### config.mk
export PLATFORM = sky130hd
export DESIGN_NAME = dac_stream_seq
export DESIGN_NICKNAME = d
export VERILOG_FILES = /design/src/rtl/dac_stream_seq_pkg.sv /design/src/rtl/seq_fifo.sv /design/src/rtl/dac_stream_seq.sv
export SDC_FILE = /design/constraint.sdc
export NUM_CORES = 1
export LEC_CHECK = 0
export CORE_MARGIN = 2
export CORE_UTILIZATION = 40
export CTS_BUF_LIST = sky130_fd_sc_hd__clkbuf_8
export DETAILED_ROUTE_END_ITERATION = 7
export PLACE_DENSITY_LB_ADDON = 0.05
export RECOVER_POWER = 25
export SKIP_LAST_GASP = 1
export SYNTH_ARGS = -nofsm -noshare
export SYNTH_HDL_FRONTEND = slang
export SYNTH_SLANG_ARGS = --single-unit
export TNS_END_PERCENT = 50
### constraint.sdc
create_clock -name CLK -period 4.65 [get_ports CLK]
set_clock_uncertainty 0.15 [all_clocks]
set_input_delay 0.6975 -clock CLK [delete_from_list [all_inputs] [get_ports CLK]]
set_output_delay 0.6975 -clock CLK [all_outputs]
set_load 0.005 [all_outputs]
### src/rtl/dac_stream_seq_pkg.sv
// Shared types and default sizing for the DAC sample sequencer.
// Latency: n/a (declarations only).
// Backpressure: n/a.
package dac_stream_seq_pkg;

    // Default sizing picked up by the SoC top
    localparam int DEF_DATA_W = 10;
    localparam int DEF_NCH    = 2;
    localparam int DEF_DEPTH  = 8;
    localparam int DEF_DIV_W  = 16;

    // Sequencer states
    typedef enum logic [1:0] {
        IDLE  = 2'd0,
        PRIME = 2'd1,
        RUN   = 2'd2
    } seq_state_t;

    // Channel pointer width; a single channel still needs a 1-bit pointer
    function automatic int ch_ptr_w(input int nch);
        return (nch > 1) ? $clog2(nch) : 1;
    endfunction

endpackage

### src/rtl/seq_fifo.sv
// Sample buffer: circular FIFO with registered occupancy count.
// Latency: write visible on rd_data the cycle after push; rd_data shows head combinationally.
// Backpressure: push ignored when full, pop ignored when empty; caller gates with fill.
module seq_fifo #(
    parameter int DATA_W = 10,
    parameter int DEPTH  = 8
) (
    input  logic                     CLK,
    input  logic                     reset_n,
    input  logic                     push,
    input  logic                     pop,
    input  logic [DATA_W-1:0]        wr_data,
    output logic [DATA_W-1:0]        rd_data,
    output logic [$clog2(DEPTH):0]   fill
);

    localparam int AW = $clog2(DEPTH);
    localparam logic [AW:0] FULL_LVL = (AW+1)'(DEPTH);

    logic [DATA_W-1:0] mem [DEPTH];
    logic [AW-1:0]     wr_ptr;
    logic [AW-1:0]     rd_ptr;
    logic              do_push;
    logic              do_pop;

    assign do_push = push && (fill != FULL_LVL);
    assign do_pop  = pop && (fill != '0);
    assign rd_data = mem[rd_ptr];

    // Pointers wrap naturally because DEPTH is a power of two
    always_ff @(posedge CLK or negedge reset_n) begin
        if (!reset_n) begin
            wr_ptr <= '0;
            rd_ptr <= '0;
            fill   <= '0;
        end else begin
            if (do_push) wr_ptr <= wr_ptr + AW'(1);
            if (do_pop)  rd_ptr <= rd_ptr + AW'(1);
            case ({do_push, do_pop})
                2'b10:   fill <= fill + (AW+1)'(1);
                2'b01:   fill <= fill - (AW+1)'(1);
                default: fill <= fill;
            endcase
        end
    end

    // Storage array carries no reset; contents are meaningless while fill is zero
    always_ff @(posedge CLK) begin
        if (do_push) mem[wr_ptr] <= wr_data;
    end

endmodule

### src/rtl/dac_stream_seq.sv
// Streams buffered samples round-robin onto NCH DAC channels at a programmable tick rate.
// Latency: a popped sample reaches dac_code one CLK after its tick.
// Backpressure: in_ready drops when the FIFO holds DEPTH samples; underrun zeroes or holds codes.
module dac_stream_seq
    import dac_stream_seq_pkg::*;
#(
    parameter int DATA_W = DEF_DATA_W,
    parameter int NCH    = DEF_NCH,
    parameter int DEPTH  = DEF_DEPTH,
    parameter int DIV_W  = DEF_DIV_W
) (
    input  logic                     CLK,
    input  logic                     reset_n,
    input  logic                     enable,
    input  logic                     hold_mode,
    input  logic [DIV_W-1:0]         div,
    input  logic [$clog2(DEPTH):0]   prime_lvl,
    input  logic [DATA_W-1:0]        in_data,
    input  logic                     in_valid,
    output logic                     in_ready,
    output logic [NCH*DATA_W-1:0]    dac_code,
    output logic [NCH-1:0]           dac_upd,
    output logic                     dac_clk_en,
    output logic                     underrun,
    output logic [$clog2(DEPTH):0]   fill
);

    localparam int AW = $clog2(DEPTH);
    localparam int CW = ch_ptr_w(NCH);
    localparam logic [AW:0] FULL_LVL = (AW+1)'(DEPTH);

    seq_state_t        state;
    seq_state_t        state_nxt;
    logic [DIV_W-1:0]  tick_cnt;
    logic [CW-1:0]     ch_ptr;
    logic              was_active;
    logic [DATA_W-1:0] head_data;
    logic              push;
    logic              tick;
    logic              pop;
    logic              starve;

    assign in_ready   = (fill < FULL_LVL);
    assign push       = in_valid && in_ready;
    // >= rather than == so that shrinking div below the current count still wraps
    assign tick       = (state == RUN) && (tick_cnt >= div);
    assign pop        = tick && (fill != '0);
    assign starve     = tick && (fill == '0);
    // Keep the DAC clock alive one extra cycle so the final code update lands
    assign dac_clk_en = (state != IDLE) || was_active;

    seq_fifo #(
        .DATA_W (DATA_W),
        .DEPTH  (DEPTH)
    ) u_fifo (
        .CLK     (CLK),
        .reset_n (reset_n),
        .push    (push),
        .pop     (pop),
        .wr_data (in_data),
        .rd_data (head_data),
        .fill    (fill)
    );

    // State register
    always_ff @(posedge CLK or negedge reset_n) begin
        if (!reset_n) state <= IDLE;
        else          state <= state_nxt;
    end

    // Next-state: dropping enable always wins; underrun falls back to re-priming
    always_comb begin
        state_nxt = state;
        case (state)
            IDLE: begin
                if (enable) state_nxt = PRIME;
            end
            PRIME: begin
                if (!enable)                state_nxt = IDLE;
                else if (fill >= prime_lvl) state_nxt = RUN;
            end
            RUN: begin
                if (!enable)    state_nxt = IDLE;
                else if (starve) state_nxt = PRIME;
            end
            default: state_nxt = IDLE;
        endcase
    end

    // Rate divider: free-runs 0..div in RUN, parked at zero elsewhere
    always_ff @(posedge CLK or negedge reset_n) begin
        if (!reset_n)                      tick_cnt <= '0;
        else if ((state != RUN) || tick)   tick_cnt <= '0;
        else                               tick_cnt <= tick_cnt + DIV_W'(1);
    end

    // Remembers whether the previous cycle was active, for the clock-enable tail
    always_ff @(posedge CLK or negedge reset_n) begin
        if (!reset_n) was_active <= 1'b0;
        else          was_active <= (state != IDLE);
    end

    // Sticky underrun, cleared only when a new run is requested from IDLE
    always_ff @(posedge CLK or negedge reset_n) begin
        if (!reset_n)                     underrun <= 1'b0;
        else if ((state == IDLE) && enable) underrun <= 1'b0;
        else if (starve)                  underrun <= 1'b1;
    end

    // Channel demux: pops go round-robin; an underrun restarts at channel 0
    always_ff @(posedge CLK or negedge reset_n) begin
        if (!reset_n) begin
            dac_code <= '0;
            dac_upd  <= '0;
            ch_ptr   <= '0;
        end else begin
            dac_upd <= '0;
            if (pop) begin
                for (int i = 0; i < NCH; i++) begin
                    if (ch_ptr == CW'(i)) begin
                        dac_code[i*DATA_W +: DATA_W] <= head_data;
                        dac_upd[i]                   <= 1'b1;
                    end
                end
                ch_ptr <= (ch_ptr == CW'(NCH-1)) ? '0 : ch_ptr + CW'(1);
            end else if (starve) begin
                ch_ptr <= '0;
                if (!hold_mode) begin
                    dac_code <= '0;
                    dac_upd  <= '1;
                end
            end
        end
    end

endmodule

# Word level (Yosys, flattened, before mapping)
# Memories as Yosys holds them, arrays and structs flattened.
# Index checks and enable logic that the tools add are counted.
totals:
  ff_bits: 53
  rom_bits: 0
  ram_bits: 80
  latch_bits: 0
  mem_count: 1
  out_inout_bits: 29
  inputBits: 35
memory_table:
  columns: ["name", "words", "word_bits", "rd", "rd_ports_with_merged_regs", "wr", "line_no", "source"]
  rows:
  - ["u_fifo.mem", 8, 10, 1, 0, 1, "seq_fifo.sv:20", "logic [DATA_W-1:0] mem [DEPTH];"]
classes:
  add_sub_neg: 6
  shifts: 0
  multipliers: 0
  n_reduce_logical: 19
  eq_ne: 12
  magnitude_cmp: 3
  div_mod_pow: 0
  n_mux: 25
  n_bitwise: 0
op_table:
  columns: ["op", "n"]
  rows:
  - ["$mux 20", 3]
  - ["$mux 10", 2]
  - ["$add 16x1->16 const B", 1]
  - ["$ge 16x16->1", 1]
  - ["$mux 16", 1]
  - ["$mux 2", 8]
  - ["$mux 1", 9]
  - ["$reduce_and 3->1", 3]
  - ["$ne 2x2->1 const B", 4]
  - ["$pmux 4 s2", 1]
  - ["$reduce_bool 2->1", 4]
  - ["$logic_and 1x1->1", 7]
  - ["$add 3x1->3 const B", 2]
  - ["$ne 3x3->1 const B", 2]
  - ["$pmux 2 s3", 1]
  - ["$add 4x1->4 const B", 1]
  - ["$eq 2x1->1 const B", 2]
  - ["$eq 2x2->1 const B", 2]
  - ["$ge 4x4->1", 1]
  - ["$logic_not 4->1", 1]
  - ["$lt 4x4->1 const B", 1]
  - ["$ne 4x4->1 const B", 1]
  - ["$reduce_bool 4->1", 1]
  - ["$sub 4x1->4 const B", 1]
  - ["other kinds (4)", 5]

# Longest topological paths before layout
# Gate-level depths: netlist (run 1).
logic_depth:
  word_depth: 6
  ltp_mapped: 15
  depth_no_buf: 15

# Hierarchy
# From an unflattened synthesis (run 1), not the netlist that was laid out.
hier_totals:
  cells_unflattened: 400
  hier_area_um2: 6032.0
modules_own_cells:
  columns: ["module", "instances", "cells_per_inst", "area_each_um2"]
  rows:
  - ["seq_fifo", 1, 180, 3728.6]
  - ["dac_stream_seq", 1, 220, 2303.5]

# Least setup slack after synthesis (run 1)
# Ideal clock, no wire load.
synth_timing:
  path_type: "input-to-reg"
  from: "input div[0]"
  to: "register u_fifo.fill[3]"
  setup_time_ns: 0.122
  path_stages: 14
  t_arrival_ns: 3.300
  n_path_buf: 0
  slack_ns: 1.078
  cell_sequence: "ha_1 -> nand2b_1 -> a2111oi_2 -> a2111oi_2 -> a211oi_2 -> or2_2 -> inv_1 -> ha_1 -> ha_1 -> a21o_1 -> a21oi_1 -> xnor2_1 -> nor2_1 -> xnor2_1"
synth_via:
  elab_chain_cells: 6
  word_cells_on_any_way: 8
synth_rtl:
  columns: ["element", "line_no", "source"]
  rows:
  - ["start, declared", "dac_stream_seq.sv:16", "input logic [DIV_W-1:0] div,"]
  - ["$ge 16x16->1 *", "dac_stream_seq.sv:46", "assign tick = (state == RUN) && (tick_cnt >= div);"]
  - ["$logic_and 1x1->1 *", "dac_stream_seq.sv:46", null]
  - ["$logic_and 1x1->1 *", "dac_stream_seq.sv:47", "assign pop = tick && (fill != '0);"]
  - ["$logic_and 1x1->1 *", "seq_fifo.sv:27", "assign do_pop = pop && (fill != '0);"]
  - ["net u_fifo.do_pop", "seq_fifo.sv:24", "logic do_pop;"]
  - ["$eq 2x1->1 / $eq 2x2->1 (equally long branches)", "seq_fifo.sv:39", "case ({do_push, do_pop})"]
  - ["$pmux 4 s2 / $reduce_bool 2->1 (equally long branches)", null, null]
  - ["end signal, assigned", "seq_fifo.sv:40", "2'b10: fill <= fill + (AW+1)'(1);"]
  - ["end signal, assigned", "seq_fifo.sv:41", "2'b01: fill <= fill - (AW+1)'(1);"]
  - ["end signal, assigned", "seq_fifo.sv:42", "default: fill <= fill;"]
  - ["end, declared", "seq_fifo.sv:14", "output logic [$clog2(DEPTH):0] fill"]
# The timed path passes the listed nets; every way through them passes the cells marked *.
# A chain may end at the register's enable or synchronous reset.

# Worst setup path in the final report (run 1)
layout_timing:
  from: "input div[13]"
  to: "register u_fifo.fill[3]"
# Same word-level chain as after synthesis.

==> summary.txt, run 1 <==
Timing
  – Rel. slew slack: -94.58%
  – Fmax: 270.3 MHz
  – Final Cycle Share: 79.55%
  – Setup violators final: 0
  – Post-route setup slack: about 950 ps
  – Hold Vio Cnt, Final: 0
  – Min Clock Period, post-route: 3699 ps
  – Slew at the pin closest to its max-slew limit: 2919 ps
  – Final Max Slew Viols: 54
  – RSZ-0062 raised after global routing: false
  – Hold slack: ~350 ps
  – Setup_tns: 0 ps

Clock tree
  – Post-CTS Hold Fix Bufs: 0
  – Max H-tree Level: 4
  – TritonCTS buffer count: 17
  – CTS-repair resized insts: 0
  – CTS tree: yes
  – Worst-path clk slew: 80 ps
  – Clk_lat worst skew: 440 ps
  – Post-CTS Repair Setup Buffers: 0
  – CTS Buffer Depth: 2
  – Root Driver: clkbuf_8
  – Sink Count: approximately 130

Placed design
  – Post-DP HPWL: 7780 µm
  – Post-Place Worst Slack: 456.2 ps
  – IO buf count: 63
  – Routability cong.: just over 0.7

Pwr
  – Overall power: 2.314 mW
  – Lkg Pwr: roughly 2.8 nW
  – Power density over the cells: 323.1 nW/µm²
  – VDD IR-drop max: ~190 µV

Detailed routing
  – Vias: 3304
  – Number of routed nets with antenna violations: 0
  – DRT Wirelength: 11410 µm
  – 1st-iter DRT viols: 157
  – DRC viols: 0
  – Wire per inst: 17.03 µm
  – Router iterations before antenna repair: 4
  – Vias/cell: around 4.9

Logic synthesis
  – Leading area contributor after synthesis: edfxtp_1
  – Flops & latches, synth: 133
  – Ranking of synthesized cells by area: edfxtp_1 (41%), dfrtp_1 (22%), mux4_2 (7.6%), ha_1 (5.5%), mux2_4 (2.3%)
  – Post-synthesis sequential area ratio: 63.18%
  – Top-count cell post-synth: edfxtp_1
  – Synth Flop Type: edfxtp_1
  – Post-synth ARST share: 39.85%
  – Syn Inst Count: 390
  – Synth unique cells: 44
  – Synth Area per Inst: 15.13 µm²
  – Post-synth EDFFs: 80
  – Share of the synthesized area in the top cell type: 40.70%
  – Commonest cells post-synth: edfxtp_1 (80), dfrtp_1 (53), inv_1 (28)
  – Syn_nets: 452
  – Mapped cell area: around 5900 µm²
  – Synth Warn #: 0

Setup path
  – CP max stage cell: clkdlybuf4s50_1
  – Reg-to-Reg End: u_fifo.fill[3]$_DFFE_PN0P_
  – R2R Path Start: tick_cnt[13]$_DFF_PN0_
  – CP required: 4820 ps
  – CP Cell Sequence: clkdlybuf4s50_1 > inv_1 > ha_1 > and4_1 > nand4_1 > a2111oi_2 > a211oi_2 > or2_2 > inv_1 > ha_1 > ha_1 > a21o_1 > a21oi_1 > xnor2_1 > nor2_1 > xnor2_1
  – Flop-to-flop setup slack: 1270 ps
  – CP dominant cell by count: ha_1
  – CP top delay family: simple AND/OR/NAND/NOR gates
  – Critical Path AT: about 3900 ps
  – Worst r2r path cells: 14
  – CP peak stage delay: 450 ps
  – Endpoint class of the critical path: register
  – Critical path type: in -> reg
  – Critical Path Fanout Max: 4
  – Buf/Inv on CP: 3
  – Startpoint Class: primary input

Floorplanning
  – Io pins: 64
  – Chip Width: 125.5 µm
  – Initial Utilization: 40.76%
  – Chip height: 125.5 µm
  – Core ar.: 14480 µm²
  – # rows: 44
  – Die area: 15740 µm²

Outcome
  – Status: complete, but fails checks
  – Failing checks: capacitance limit, slew limit

GRT
  – Largest net degree at the start of global routing: 54
  – GRT Overall Usage: roughly 16%
  – Number of global-route vias before repair: between 3k and 4k
  – GRT overflow: 0
  – Global-route wire length before repair: roughly 19000 µm
  – Initial antenna violation count: 0

Worst hold path
  – WHS Endpoint: u_fifo.wr_ptr[2]$_DFFE_PN0P_
  – Hold Path Stages: 1
  – HP Class: reg -> reg
  – Hold path startpoint: u_fifo.wr_ptr[2]$_DFFE_PN0P_

Layout
  – Share of layout cells above drive strength 1: approximately 18%
  – Layout area overhead: 21.33%
  – Fill cells: 1290
  – N_diodes: 0
  – Layout net count: around 540

Flow run
  – Total of max-cap violations: 1
[per-stage QoR]
stage / area (µm²) / utilization [%] / cells
global route: 7161 / 49.46 / 670
detailed placement: 6789 / 46.89 / 638
CTS: 7164 / 49.48 / 670
global placement: 6789 / 46.89 / 638
finish: 7161 / 49.46 / 670
floorplan: 5902 / - / 390
[cells in the final DEF, fill, tap and decap left out, types with 7 or more instances in the layout]
| cell type | synthesis | layout |
|---|---|---|
| o21ai_0 | 11 | 11 |
| buf_4 | 1 | 10 |
| dfrtp_1 | 53 | 52 |
| clkdlybuf4s50_1 | 0 | 58 |
| nor3_1 | 12 | 12 |
| mux2_2 | 12 | 12 |
| nor2_1 | 25 | 25 |
| nand3_1 | 7 | 7 |
| inv_1 | 28 | 30 |
| xnor2_1 | 9 | 9 |
| ha_1 | 26 | 26 |
| xor2_1 | 13 | 13 |
| nand2_1 | 18 | 18 |
| mux4_2 | 20 | 20 |
| mux2i_1 | 10 | 10 |
| edfxtp_1 | 80 | 80 |
| mux2_4 | 9 | 9 |
| clkbuf_8 | 0 | 17 |
| nand2b_1 | 8 | 8 |
[where the power goes]
part	internal, mW	leakage, nW	switching [mW]	total [mW]
Clock	0.469	0.185	0.450	0.919
Sequential	1.26	1.44	0.0140	1.28
Combinational	0.0571	1.18	0.0595	0.117
[worst register-to-register path, stage by stage, from the launching register on]
cell	delay, ps
dfrtp_1	410
ha_1	300
and4_1	290
nand4_1	140
a2111oi_2	340
a211oi_2	110
or2_2	360
inv_1	80
ha_1	190
ha_1	240
a21o_1	150
a21oi_1	170
xnor2_1	140
nor2_1	70
xnor2_1	120
[worst max-delay path by stage]
| stage | from | endpoint | slack (ps) | depth (start not counted) |
|---|---|---|---|---|
| after floorplan | div[0] | u_fifo.fill[3]$_DFFE_PN0P_ | 1080 | 14 |
| after CTS | div[13] | u_fifo.fill[3]$_DFFE_PN0P_ | 940 | 16 |
| after global placement | div[13] | u_fifo.fill[3]$_DFFE_PN0P_ | 580 | 16 |
| after global routing | reset_n | u_fifo.rd_ptr[0]$_DFFE_PN0P_ | 590 | 2 |
| after detailed placement | div[13] | u_fifo.fill[3]$_DFFE_PN0P_ | 460 | 16 |
| final | div[13] | u_fifo.fill[3]$_DFFE_PN0P_ | 950 | 16 |
[state kept, by name, indices dropped and copies added (netlist names)]
register and flops:
u_fifo.fill 4, u_fifo.mem 80, tick_cnt 16, underrun 1, state 2, dac_upd 2
u_fifo.wr_ptr 3, u_fifo.rd_ptr 3, was_active 1, dac_code 20, ch_ptr 1
[metal layers]
layer / part of all wire (%) / vias up / track usage, % / routed length, µm
met1: 45 / 1633 / 19.58 / 5172
met4: 1.3 / 0 / 5.882 / 153
met5: 0 / - / 0 / 0
li1: - / 1598 / - / -
met3: 3.5 / 12 / 3.937 / 397
met2: 50 / 61 / 25.88 / 5688
[layout make-up]
| class | count | area [µm²] | area share (%) |
|---|---|---|---|
| Clock buffer | 17 | 234.0 | 3.268 |
| Clock inverter | 15 | 141.4 | 1.974 |
| Tap cell | 184 | 230.2 | 3.215 |
| Inverter | 28 | 105.1 | 1.468 |
| Multi-Input combinational cell | 219 | 2016 | 28.15 |
| Sequential cell | 133 | 3730 | 52.09 |
| Timing Repair Buffer | 74 | 704.4 | 9.838 |
[logic make-up after synthesis]
group,count (synthesis),synth area share (%)
AO/OA/AOI/OAI,26,3.010
AND/OR/NAND/NOR,92,7.929
XOR/XNOR,22,3.265
adder cells (fa/ha/maj),27,5.851
flip-flops,133,63.18
multiplexers,52,14.10
buffers and inverters,38,2.671
No activity file was read; power rests on OpenSTA's default activity.
==> inputs of run 2 (changes only) <==
==> constraint.sdc (replaced) <==
create_clock -name CLK -period 3.11 [get_ports CLK]
set_clock_uncertainty 0.15 [all_clocks]
set_input_delay 0.4665 -clock CLK [delete_from_list [all_inputs] [get_ports CLK]]
set_output_delay 0.4665 -clock CLK [all_outputs]
set_load 0.005 [all_outputs]
==> summary.txt, run 2 (synthesized netlist as in run 1, its figures left out) <==
Setup path
  – Critical path type: in -> reg
  – CP required: 3280 ps
  – CP dominant cell by count: ha_4
  – Endpoint class of the critical path: register
  – Critical Path AT: 3210 ps
  – Startpoint Class: primary input
  – CP max stage cell: clkdlybuf4s50_1
  – CP peak stage delay: 450 ps
  – Critical Path Fanout Max: 2
  – R2R Path Start: tick_cnt[15]$_DFF_PN0_
  – Reg-to-Reg End: u_fifo.fill[3]$_DFFE_PN0P_
  – CP Cell Sequence: clkdlybuf4s50_1 > inv_1 > ha_4 > and4_4 > nand2_4 > a2111oi_4 > a211oi_4 > or2_4 > inv_4 > ha_4 > ha_4 > a21o_1 > a21oi_2 > xnor2_1 > nor2_1 > xnor2_1
  – Worst r2r path cells: 14
  – Flop-to-flop setup slack: roughly 140 ps

Timing
  – Post-route setup slack: 64.17 ps
  – Final Max Slew Viols: 0
  – Rel. slew slack: between 50% and 60%
  – Slew at the pin closest to its max-slew limit: slightly below 700 ps
  – Fmax: 328.3 MHz
  – Setup violators final: 0
  – Final Cycle Share: a little over nine tenths
  – Min Clock Period, post-route: 3046 ps
  – Hold Vio Cnt, Final: 0
  – RSZ-0062 raised after global routing: true

GRT
  – Initial antenna violation count: 0
  – Number of global-route vias before repair: around 3.6k
  – GRT overflow: 0
  – GRT Overall Usage: 15.65%
  – Largest net degree at the start of global routing: 23
  – Global-route wire length before repair: 18910 µm

Layout
  – N_diodes: 0
  – Fill cells: 1240
  – Share of layout cells above drive strength 1: 25.64%
  – Max reg flops: 80
  – Regs by FF count: u_fifo.mem (80), dac_code (20), tick_cnt (16)
  – Non-filler instance count after layout: 695
  – Most frequent cells in the layout: edfxtp_1 (80), dfrtp_1 (53), clkdlybuf4s50_1 (46), buf_4 (34), inv_1 (27)
  – Design Area, Final: 7562 µm²
  – Most common cell after layout, fill and taps aside: edfxtp_1
  – Layout net count: 560
  – Top reg by flops: u_fifo.mem
  – Layout area overhead: 28.13%

Detailed routing
  – DRT Wirelength: about 12000 µm
  – Vias/cell: between 4 and 5
  – 1st-iter DRT viols: 171
  – Router iterations before antenna repair: 4
  – Wire per inst: 16.56 µm
  – Vias: 3396
  – Number of routed nets with antenna violations: 0
  – DRC viols: 0

Clock tree
  – CTS tree: yes
  – TritonCTS buffer count: 17
  – Max H-tree Level: 4
  – Sink Count: approximately 130
  – Worst-path clk slew: 70 ps
  – CTS Buffer Depth: 2
  – Root Driver: clkbuf_8
  – Clk_lat worst skew: 430 ps

Placed design
  – Post-DP HPWL: 7820 µm
  – Post-Place Worst Slack: -524.6 ps
  – IO buf count: 63
  – Routability cong.: roughly 0.77
  – Placed Area: 6995 µm²
  – Placed Instances: ~660

Floorplanning
  – Io pins: 64
  – Core ar.: 14480 µm²
  – Chip height: 125.5 µm
  – Chip Width: 125.5 µm
  – # rows: 44
  – Initial Utilization: 40.76%
  – Die area: between 15000 and 20000 µm²

Worst hold path
  – HP Class: reg -> reg
  – WHS Endpoint: u_fifo.wr_ptr[2]$_DFFE_PN0P_
  – Hold path startpoint: u_fifo.wr_ptr[2]$_DFFE_PN0P_
  – Hold Path Stages: 1

Pwr
  – Power density over the cells: 461.0 nW/µm²
  – Lkg Pwr: around 3.0 nW
  – VDD IR-drop max: 353.5 µV

Flow run
  – Total of max-cap violations: 0

Outcome
  – Status: completed
-- run 2: worst max-delay path by stage --
| stage | cells past startpoint | startpoint | to | slack, ps |
|---|---|---|---|---|
| floorplan | 15 | div[14] | u_fifo.fill[3]$_DFFE_PN0P_ | 3 |
| global placement | 16 | div[5] | u_fifo.fill[3]$_DFFE_PN0P_ | -470 |
| detailed placement | 16 | div[14] | u_fifo.fill[3]$_DFFE_PN0P_ | -520 |
| CTS | 14 | tick_cnt[14]$_DFF_PN0_ | u_fifo.fill[3]$_DFFE_PN0P_ | 0.9 |
| global route | 14 | tick_cnt[15]$_DFF_PN0_ | u_fifo.fill[3]$_DFFE_PN0P_ | -40 |
| finish | 16 | div[11] | u_fifo.fill[3]$_DFFE_PN0P_ | 60 |
-- run 2: report_power, final --
part           internal, mW  total, mW  switching (mW)
logic                 0.110      0.216           0.106
registers              1.89       1.91          0.0183
clock network         0.700       1.36           0.661
-- run 2: critical path: cells and delay by family --
family,cells,cell delay [ps]
buffers and inverters,3,570
xor gates and xnor gates,2,230
and+or+nand+nor,4,610
adders and majority gates,3,590
AOI/OAI and AO/OA,4,740
-- run 2: layer usage --
layer / vias to the layer above / share of wire, % / track usage [%] / routed length [µm]
li1: 1651 / - / - / -
met2: 54 / 51 / 25.79 / 5817
met4: 0 / 1.2 / 5.294 / 136
met1: 1679 / 44 / 19.76 / 5085
met3: 12 / 4.1 / 4.792 / 468
met5: - / 0 / 0 / 0
-- run 2: stage by stage --
stage / power [mW] / util (%) / TNS, ps / hold WS [ps]
2_1_floorplan: 2.030 / - / 0 / 20.91
3_3_place_gp: 2.152 / 48.31 / -5798 / 326.1
3_5_place_dp: 2.156 / 48.31 / -6360 / 327.5
4_1_cts: 3.527 / 51.48 / 0 / 347.4
5_1_grt: 3.636 / 52.23 / -67.08 / 378.6
6_report: 3.486 / 52.23 / 0 / 337.8
-- run 2: layout make-up --
cell class                 instances  area [µm²]  area share (%)
multi-input combinational        219        2210           29.22
timing repair buffer              99       910.9           12.05
inverter                          28       107.6           1.423
clock buffer                      17       234.0           3.094
sequential                       133        3729           49.31
tap                              184       230.2           3.044
clock inverter                    15       141.4           1.870
-- run 2: repair_timing --
item	in CTS	in global routing
endpoints found under the setup margin	2	3
endpoints found under the hold margin	20	0
resized for setup	12	13
setup buffers	3	2
pin swaps	16	19
hold buffers	1	0
==> inputs of run 3 (changes only) <==
--- a/config.mk
+++ b/config.mk
@@ -5,7 +5,6 @@
 export SDC_FILE = /design/constraint.sdc
 export NUM_CORES = 1
 export LEC_CHECK = 0
-export CORE_MARGIN = 2
 export CORE_UTILIZATION = 40
 export CTS_BUF_LIST = sky130_fd_sc_hd__clkbuf_8
 export DETAILED_ROUTE_END_ITERATION = 7
==> summary.txt, run 3 (synthesized netlist as in run 1, its figures left out) <==
Setup path
  – CP dominant cell by count: ha_4
  – Endpoint class of the critical path: register
  – Buf/Inv on CP: 3
  – Critical path type: in -> reg
  – CP required: 3280 ps
  – Startpoint Class: primary input
  – Critical Path AT: 3240 ps
  – CP top delay family: compound AO/OA/AOI/OAI gates
  – CP peak stage delay: between 400 and 500 ps
  – Critical Path Fanout Max: 3
  – CP max stage cell: clkdlybuf4s50_1
  – CP Cell Sequence: clkdlybuf4s50_1 > inv_1 > ha_4 > and4_4 > nand2_4 > a2111oi_4 > a211oi_4 > or2_4 > inv_2 > ha_4 > ha_4 > a21o_1 > a21oi_2 > xnor2_1 > nor2_1 > xnor2_1

Clock tree
  – Sink Count: around 130
  – Root Driver: clkbuf_8
  – Max H-tree Level: 4
  – TritonCTS buffer count: 17
  – CTS Buffer Depth: 2
  – Worst-path clk slew: 80 ps
  – Clk_lat worst skew: 430 ps
  – CTS tree: yes

Placed design
  – Post-DP HPWL: 8103 µm
  – IO buf count: 63
  – Routability cong.: between 0.7 and 0.8
  – Post-Place Worst Slack: -556.6 ps

Layout
  – Fill cells: 1254
  – Final design utilization: between 50% and 60%
  – Share of layout cells above drive strength 1: roughly a quarter
  – Most frequent cells in the layout: edfxtp_1 (80), clkdlybuf4s50_1 (54), dfrtp_1 (53), buf_4 (36), nor2_1 (25)
  – Layout area overhead: 28.62%
  – Most common cell after layout, fill and taps aside: edfxtp_1
  – Top reg by flops: u_fifo.mem
  – N_diodes: 0
  – Layout net count: 563
  – Max reg flops: 80
  – Regs by FF count: u_fifo.mem (80), dac_code (20), tick_cnt (16)

Floorplanning
  – Chip Width: between 100 and 150 µm
  – # rows: 44
  – Chip height: between 100 and 150 µm
  – Io pins: 64
  – Core ar.: 14480 µm²
  – Initial Utilization: 40.76%
  – Die area: 15240 µm²

Timing
  – Rel. slew slack: between 10% and 20%
  – RSZ-0062 raised after global routing: true
  – Post-route setup slack: 43.23 ps
  – Final Max Slew Viols: 0
  – Final Cycle Share: 98.61%
  – Setup_tns: 0 ps
  – Hold Vio Cnt, Final: 0
  – Slew at the pin closest to its max-slew limit: 1331 ps
  – Min Clock Period, post-route: between 3000 and 4000 ps
  – Setup violators final: 0
  – Fmax: 326.1 MHz
  – Hold slack: 350.1 ps

Detailed routing
  – DRT Wirelength: 11830 µm
  – Vias/cell: 4.976
  – 1st-iter DRT viols: 187
  – Router iterations before antenna repair: 5
  – Wire per inst: ~17 µm
  – DRC viols: 0
  – Number of routed nets with antenna violations: 0
  – Vias: around 3.5k

Worst hold path
  – HP Class: reg -> reg

Pwr
  – Overall power: about 3.6 mW
  – Lkg Pwr: 3.002 nW
  – VDD IR-drop max: 286.1 µV
  – Power density over the cells: 472.0 nW/µm²

GRT
  – GRT Overall Usage: between 15 and 20%
  – Number of global-route vias before repair: 3676
  – Initial antenna violation count: 0
  – GRT overflow: 0
  – Largest net degree at the start of global routing: 54
  – Global-route wire length before repair: 19110 µm

Outcome
  – Status: completed

Flow run
  – Total of max-cap violations: 0
[run 3: cell count changes in the layout (fill, tap and decap cells not counted), sizes merged]
cell and delta:
clkinv -2, buf +2, inv +5, dlygate4sd3 -7
clkbuf +1, clkinvlp -3, dlymetal6s2s -1, clkdlybuf4s50 +8
[run 3: routing by layer]
metal | wire (µm) | share of wire, % | track usage (%)
met1 | 5330 | 45 | 21.97
met5 | 0 | 0 | 0
met2 | 6049 | 51 | 28.67
met4 | 104 | 0.88 | 5.798
met3 | 349 | 2.9 | 4.105
[run 3: power by group]
| group | total [mW] | switching, mW | internal (mW) |
|---|---|---|---|
| clock network | 1.46 | 0.726 | 0.735 |
| registers | 1.91 | 0.0175 | 1.89 |
| logic | 0.215 | 0.105 | 0.110 |
| total | 3.58 | 0.848 | 2.73 |
[run 3: path summary, 6_finish.rpt]
check / from / end / slack [ps] / depth (start not counted)
worst max-delay path: div[11] / u_fifo.fill[3]$_DFFE_PN0P_ / 40 / 16
max in group asynchronous: reset_n / u_fifo.fill[2]$_DFFE_PN0P_ / 1190 / 3
worst max register to register: tick_cnt[13]$_DFF_PN0_ / u_fifo.fill[3]$_DFFE_PN0P_ / 120 / 14
min in group asynchronous: reset_n / dac_upd[0]$_DFF_PN0_ / 790 / 3
worst min register to register: u_fifo.wr_ptr[2]$_DFFE_PN0P_ / u_fifo.wr_ptr[2]$_DFFE_PN0P_ / 350 / 1
worst min-delay path: u_fifo.wr_ptr[2]$_DFFE_PN0P_ / u_fifo.wr_ptr[2]$_DFFE_PN0P_ / 350 / 1
[run 3: final cells by class]
class | instances | area (µm²) | share of cell area [%]
repair buffers | 102 | 928.4 | 12.23
clock inverters | 15 | 167.7 | 2.209
multi-input cells | 219 | 2197 | 28.94
flip-flops and latches | 133 | 3729 | 49.12
well taps | 184 | 230.2 | 3.033
clock buffers | 17 | 234.0 | 3.082
inverters | 28 | 105.1 | 1.385
[run 3: worst register-to-register path: stages (launching register included)]
cell and delay [ps]:
dfrtp_1 430, ha_4 280, and4_4 230, nand4_1 130, a2111oi_4 340, a211oi_4 70
or2_4 250, inv_2 60, ha_4 140, ha_4 190, a21o_1 160, a21oi_2 140
xnor2_1 120, nor2_1 60, xnor2_1 110
[run 3: through the flow]
step	cells	cell area (µm²)
final	698	7591
after global routing	698	7591
after floorplan	390	5954
after detailed placement	660	7030
after global placement	660	7030
after CTS	698	7535
[run 3: repair_timing]
item,in CTS,in global routing
hold endpoints to repair,53,0
gates resized for setup,12,10
hold buffers,1,0
buffers inserted,5,0
pin swaps,14,19
setup endpoints to repair,1,3
